## src/rtl/mult11_share_arbiter.sv

```systemverilog
// Round-robin arbiter sharing one 11x11 unsigned multiplier between NUM_REQ
// requesters; one transaction in flight, product returned with requester id.

module multiplier_11bit (
    input  logic [10:0] a,
    input  logic [10:0] b,
    output logic [22:0] answer
);
    assign answer = {12'd0, a} * {12'd0, b};
endmodule

module mult11_share_arbiter #(
    parameter int NUM_REQ = 4,
    parameter int ID_W    = 2,
    parameter int CNT_W   = 16
) (
    input  logic                  clk,
    input  logic                  rst_n,
    input  logic [NUM_REQ-1:0]    req_valid,
    input  logic [NUM_REQ*11-1:0] req_a,
    input  logic [NUM_REQ*11-1:0] req_b,
    output logic [NUM_REQ-1:0]    req_ready,
    output logic                  rsp_valid,
    input  logic                  rsp_ready,
    output logic [ID_W-1:0]       rsp_id,
    output logic [21:0]           rsp_product,
    output logic                  busy,
    output logic [CNT_W-1:0]      done_cnt
);
    // state  | meaning
    // S_IDLE | no transaction, accept window open
    // S_MUL  | multiplier evaluating registered operands
    // S_DONE | product valid, waiting for rsp_ready
    typedef enum logic [1:0] {S_IDLE, S_MUL, S_DONE} state_t;

    state_t             state, state_nxt;
    logic [ID_W-1:0]    rr_ptr;
    logic [ID_W-1:0]    op_id;
    logic [10:0]        op_a, op_b;
    logic [10:0]        sel_a, sel_b;
    logic [NUM_REQ-1:0] grant_oh;
    logic [ID_W-1:0]    grant_id;
    logic [ID_W:0]      scan_idx;
    logic               grant_found;
    logic               accept_win;
    logic               transfer;
    logic [22:0]        answer;
    logic               answer_msb_unused;

    multiplier_11bit u_mul (
        .a      (op_a),
        .b      (op_b),
        .answer (answer)
    );
    assign answer_msb_unused = answer[22];

    // Scan from rr_ptr upward with wrap; the first valid requester wins.
    always_comb begin
        grant_oh    = '0;
        grant_id    = '0;
        grant_found = 1'b0;
        scan_idx    = '0;
        for (int k = 0; k < NUM_REQ; k++) begin
            scan_idx = {1'b0, rr_ptr} + (ID_W+1)'(k);
            if (scan_idx >= (ID_W+1)'(NUM_REQ))
                scan_idx = scan_idx - (ID_W+1)'(NUM_REQ);
            if (!grant_found && req_valid[scan_idx[ID_W-1:0]]) begin
                grant_found                   = 1'b1;
                grant_id                      = scan_idx[ID_W-1:0];
                grant_oh[scan_idx[ID_W-1:0]]  = 1'b1;
            end
        end
    end

    always_comb begin
        sel_a = '0;
        sel_b = '0;
        for (int i = 0; i < NUM_REQ; i++) begin
            if (grant_oh[i]) begin
                sel_a = req_a[11*i +: 11];
                sel_b = req_b[11*i +: 11];
            end
        end
    end

    assign req_ready = (accept_win && rst_n) ? grant_oh : '0;
    assign transfer  = |(req_valid & req_ready);

    always_ff @(posedge clk or negedge rst_n) begin
        if (!rst_n) state <= S_IDLE;
        else        state <= state_nxt;
    end

    always_comb begin
        state_nxt = state;
        case (state)
            S_IDLE: if (transfer) state_nxt = S_MUL;
            S_MUL:  state_nxt = S_DONE;
            S_DONE: if (rsp_ready) state_nxt = transfer ? S_MUL : S_IDLE;
            default: state_nxt = S_IDLE;
        endcase
    end

    always_comb begin
        accept_win = (state == S_IDLE) || ((state == S_DONE) && rsp_ready);
        rsp_valid  = (state == S_DONE);
        busy       = (state == S_MUL) || (state == S_DONE);
    end

    always_ff @(posedge clk or negedge rst_n) begin
        if (!rst_n) begin
            rr_ptr      <= '0;
            op_a        <= '0;
            op_b        <= '0;
            op_id       <= '0;
            rsp_id      <= '0;
            rsp_product <= '0;
            done_cnt    <= '0;
        end else begin
            if (transfer) begin
                op_a   <= sel_a;
                op_b   <= sel_b;
                op_id  <= grant_id;
                rr_ptr <= (grant_id == ID_W'(NUM_REQ-1)) ? '0 : grant_id + 1'b1;
            end
            if (state == S_MUL) begin
                rsp_product <= answer[21:0];
                rsp_id      <= op_id;
            end
            if (rsp_valid && rsp_ready)
                done_cnt <= done_cnt + CNT_W'(1);
        end
    end
endmodule

```

## config.mk

```make
export PLATFORM = sky130hd
export DESIGN_NAME = mult11_share_arbiter
export DESIGN_NICKNAME = d
export VERILOG_FILES = /design/src/rtl/mult11_share_arbiter.sv
export SDC_FILE = /design/constraint.sdc
export NUM_CORES = 1
export LEC_CHECK = 0
export CORE_UTILIZATION = 55
export DETAILED_ROUTE_END_ITERATION = 6
export DONT_BUFFER_PORTS = 1
export GPL_TIMING_DRIVEN = 0
export PLACE_DENSITY_LB_ADDON = 0.1
export SLEW_MARGIN = 40
export SYNTH_ARGS = -nofsm -noshare
export SYNTH_HDL_FRONTEND = slang
export SYNTH_SLANG_ARGS = --single-unit
```

## constraint.sdc

```tcl
create_clock -name clk -period 6.55 [get_ports clk]
set_clock_uncertainty 0.05 [all_clocks]
set_input_delay 0.655 -clock clk [delete_from_list [all_inputs] [get_ports clk]]
set_output_delay 0.655 -clock clk [all_outputs]
set_load 0.03 [all_outputs]
```

==> results.py <==
metrics = {
    "grt": {
        "grt_pass1_vias": 6397,
        "grt_pass1_wl_um": 31600,
        "grt_overflow_total": 0,
        "grt_use_total_pct": 28.1,
        "antenna_found_initial": 0,
        "grt_max_degree": 69,
    },
    "die": {
        "rows": 43,
        "fp.dieArea_sq_um": 14700,
        "io_pins": 141,
        "initial_utilization_pct": 56.5,
        "die_y_um": 121,
        "core-area_sq_um": 13900,
        "die_w_um": 121,
    },
    "clocking": {
        "clk-insertion-delay-late_ns": 0.34,
        "clockBufferDepth": 2,
        "path_clk_slew_ns": 0.06,
        "cts-root-buf": "clkbuf_16",
        "clock_sinks": 68,
        "cts_tree": "done",
        "post_cts_buffers": 0,
        "htreeDepth": 3,
        "cts_made_buffers": 9,
    },
    "cells_and_area": {
        "n_antenna_cell": 0,
        "drive_gt1_share_pct": 6.24,
        "synthToLayoutAreaGrowth_pct": 6.84,
        "fin_nets": 1122,
    },
    "synth": {
        "ys.flop_type": "dfrtp_1",
        "synth_seq_area_share_pct": 21.7,
        "yosys.area_share.simple_pct": 16.6,
        "synth_top_family_by_area": "adder cells",
        "syn_inst": 865,
        "async_flop_share_pct": 100,
        "syn_area_sq_um": 7850,
        "synth_seq_cells": 68,
        "synth_compound_area_share_pct": 14.4,
        "synth_xor_area_share_pct": 3.13,
        "synth_edf_count": 0,
        "synth.area.mux_share_pct": 3.44,
        "synth_cell_types": 60,
        "syn_nets": 1110,
        "syn_area_per_cell_sq_um": 9.07,
        "synth_adder_area_share_pct": 31.6,
        "ys.warnings.count": 0,
    },
    "sta": {
        "hold_viol_final": 0,
        "grt_setup_unrepaired": "false",
        "fmax_mhz": 170,
        "tightest_slew_ns": 0.642,
        "timing.final.crit_share_pct": 89.6,
        "slew_violations": 0,
        "setup_tns_ns": 0,
        "setup_viol": 0,
        "fin_crit_ns": 5.87,
        "timing.slew.headroom_pct": 56.7,
    },
    "worst_setup_path": {
        "r2r_start": "op_a[3]",
        "timing.rr.end": "rsp_product[18]",
        "path_max_fanout": 10,
        "r2r_slack_ns": 0.68,
        "cp.arrival_ns": 6.03,
        "critPathCaptureType": "flop",
        "critPathRequiredTime_ns": 6.70,
        "r2r_cells": 17,
        "crit_type": "reg2reg",
        "startpoint_type": "flop",
    },
    "drt": {
        "wl_per_cell_um": 18.5,
        "num_vias": 6313,
        "drc": 0,
        "firstDrtPassIters": 5,
        "drt-total-wl_um": 19700,
        "drt-initial-drc-count": 345,
        "viasPerCell": 5.95,
        "antenna_left": 0,
    },
    "place": {
        "port_buffers": 0,
        "dp_hpwl_um": 15900,
        "place_congestion": 0.884,
    },
    "status": {
        "status": "complete, no violations",
    },
    "worst_hold_path": {
        "hp-class": "in2async",
    },
    "job": {
        "max_cap_viol_count": 0,
    },
}
worst max-delay path, stage by stage (launching register included):
cell and delay (ns):
dfrtp_1 0.41, clkbuf_1 0.44, and2_1 0.23, fa_1 0.46, fa_1 0.52, fa_1 0.53
fa_1 0.55, inv_1 0.06, fa_1 0.52, inv_1 0.05, ha_1 0.36, a21o_1 0.18
a21oi_1 0.25, nor2b_1 0.08, a31oi_1 0.28, nand4_1 0.18, nand4_1 0.11, or3b_2 0.45
cell type report:
cell class | instances | area (sq um)
clock buffer | 11 | 233
inverter | 135 | 507
multi-input combinational | 614 | 5430
sequential | 68 | 1700
timing repair buffer | 1 | 27.5
clock inverter | 4 | 51.3
fill | 1233 | 5500
tap | 180 | 225
buffer | 48 | 210
metrics by stage:
step                      instance area (sq um)  instances  hold WS, ns  utilization, %  worst slack (ns)
final                                      8380       1061        0.125            60.4             0.678
after global routing                       8380       1061        0.151            60.4             0.462
after CTS                                  8380       1061        0.140            60.4             0.684
after detailed placement                   8070       1045        0.311            58.1             0.699
after global placement                     8070       1045        0.311            58.1             0.749
after floorplan                            7850        865        0.309               -              1.35
cells in the mapped netlist (all sizes together) (11+ instances only):
library cell  count  area share, %
mux2             16            2.3
inv             135            6.5
o21a             26            2.5
nand2           107            5.1
buf              17            1.2
a21oi            17            1.1
nor2b            11           0.88
a221oi           23            2.6
o311ai           22            2.5
and2             63            5.0
xnor2            20            2.2
o21ai            20            1.3
dfrtp            68             22
clkbuf           31            1.5
ha               70             11
fa               80             20
nor2             43            2.1
timing repair:
action                                 CTS  global route
endpoints found under the hold margin   68             0
hold buffers                             1             0
resized for setup                        0             0
placed cells by master (no fill, tap or decap), drive strengths merged, types with 2 or more instances in the layout:
cell type,Yosys,routed
or2,2,2
o21a,26,26
a21o,4,4
xnor2,20,20
nand3,10,10
dfrtp,68,68
or3,2,2
a221oi,23,23
mux2,16,16
o31ai,3,3
a211oi,2,2
inv,135,135
nand2,107,107
and3,4,4
a2bb2oi,2,2
and2,63,63
nand4,8,8
nor2,43,43
o21bai,4,4
buf,17,18
o2bb2ai,3,3
a21bo,3,3
nor2b,11,11
ha,70,70
o21ai,20,20
clkbuf,31,42
a21oi,17,17
mux4,4,4
nor3,8,8
nor4,3,3
clkinv,0,2
o311ai,22,22
a31oi,7,7
fa,80,80
nor3b,2,2
xor2,8,8
logic make-up (layout without fill, tap and decap cells):
logic type	Yosys count	after routing
XOR/XNOR	28	28
AND/OR/NAND/NOR	267	267
AO/OA/AOI/OAI	149	149
adder cells (fa/ha/maj)	150	150
buffers and inverters	183	199
flip-flops	68	68
multiplexers	20	20
sequential cells by signal (all words and copies together) (netlist names), named ones only:
register,flops
op_id,2
op_a,11
rr_ptr,1
op_b,11
rsp_id,2
state,2
done_cnt,16
rsp_product,22
worst max-delay path by stage:
stage,start,to,slack (ns),cells past startpoint
after floorplan,op_a[5],rsp_product[18],1.35,18
after global placement,op_a[3],rsp_product[18],0.75,17
after detailed placement,op_a[3],rsp_product[18],0.70,17
after CTS,op_a[3],rsp_product[18],0.68,17
after global routing,op_b[4],rsp_product[18],0.46,18
final,op_a[3],rsp_product[18],0.68,17
per-layer routing:
metal / global-route usage, % / part of all wire [%] / vias up
met2: 48.7 / 51 / 230
met1: 35.2 / 41 / 3155
met5: 0 / 0 / -
met3: 5.50 / 5.2 / 29
li1: - / - / 2899
met4: 8.41 / 2.1 / 0
Power is left out: the tool's default activity adds up to more than one toggle a clock period on the data nets, which glitch-free logic cannot reach.
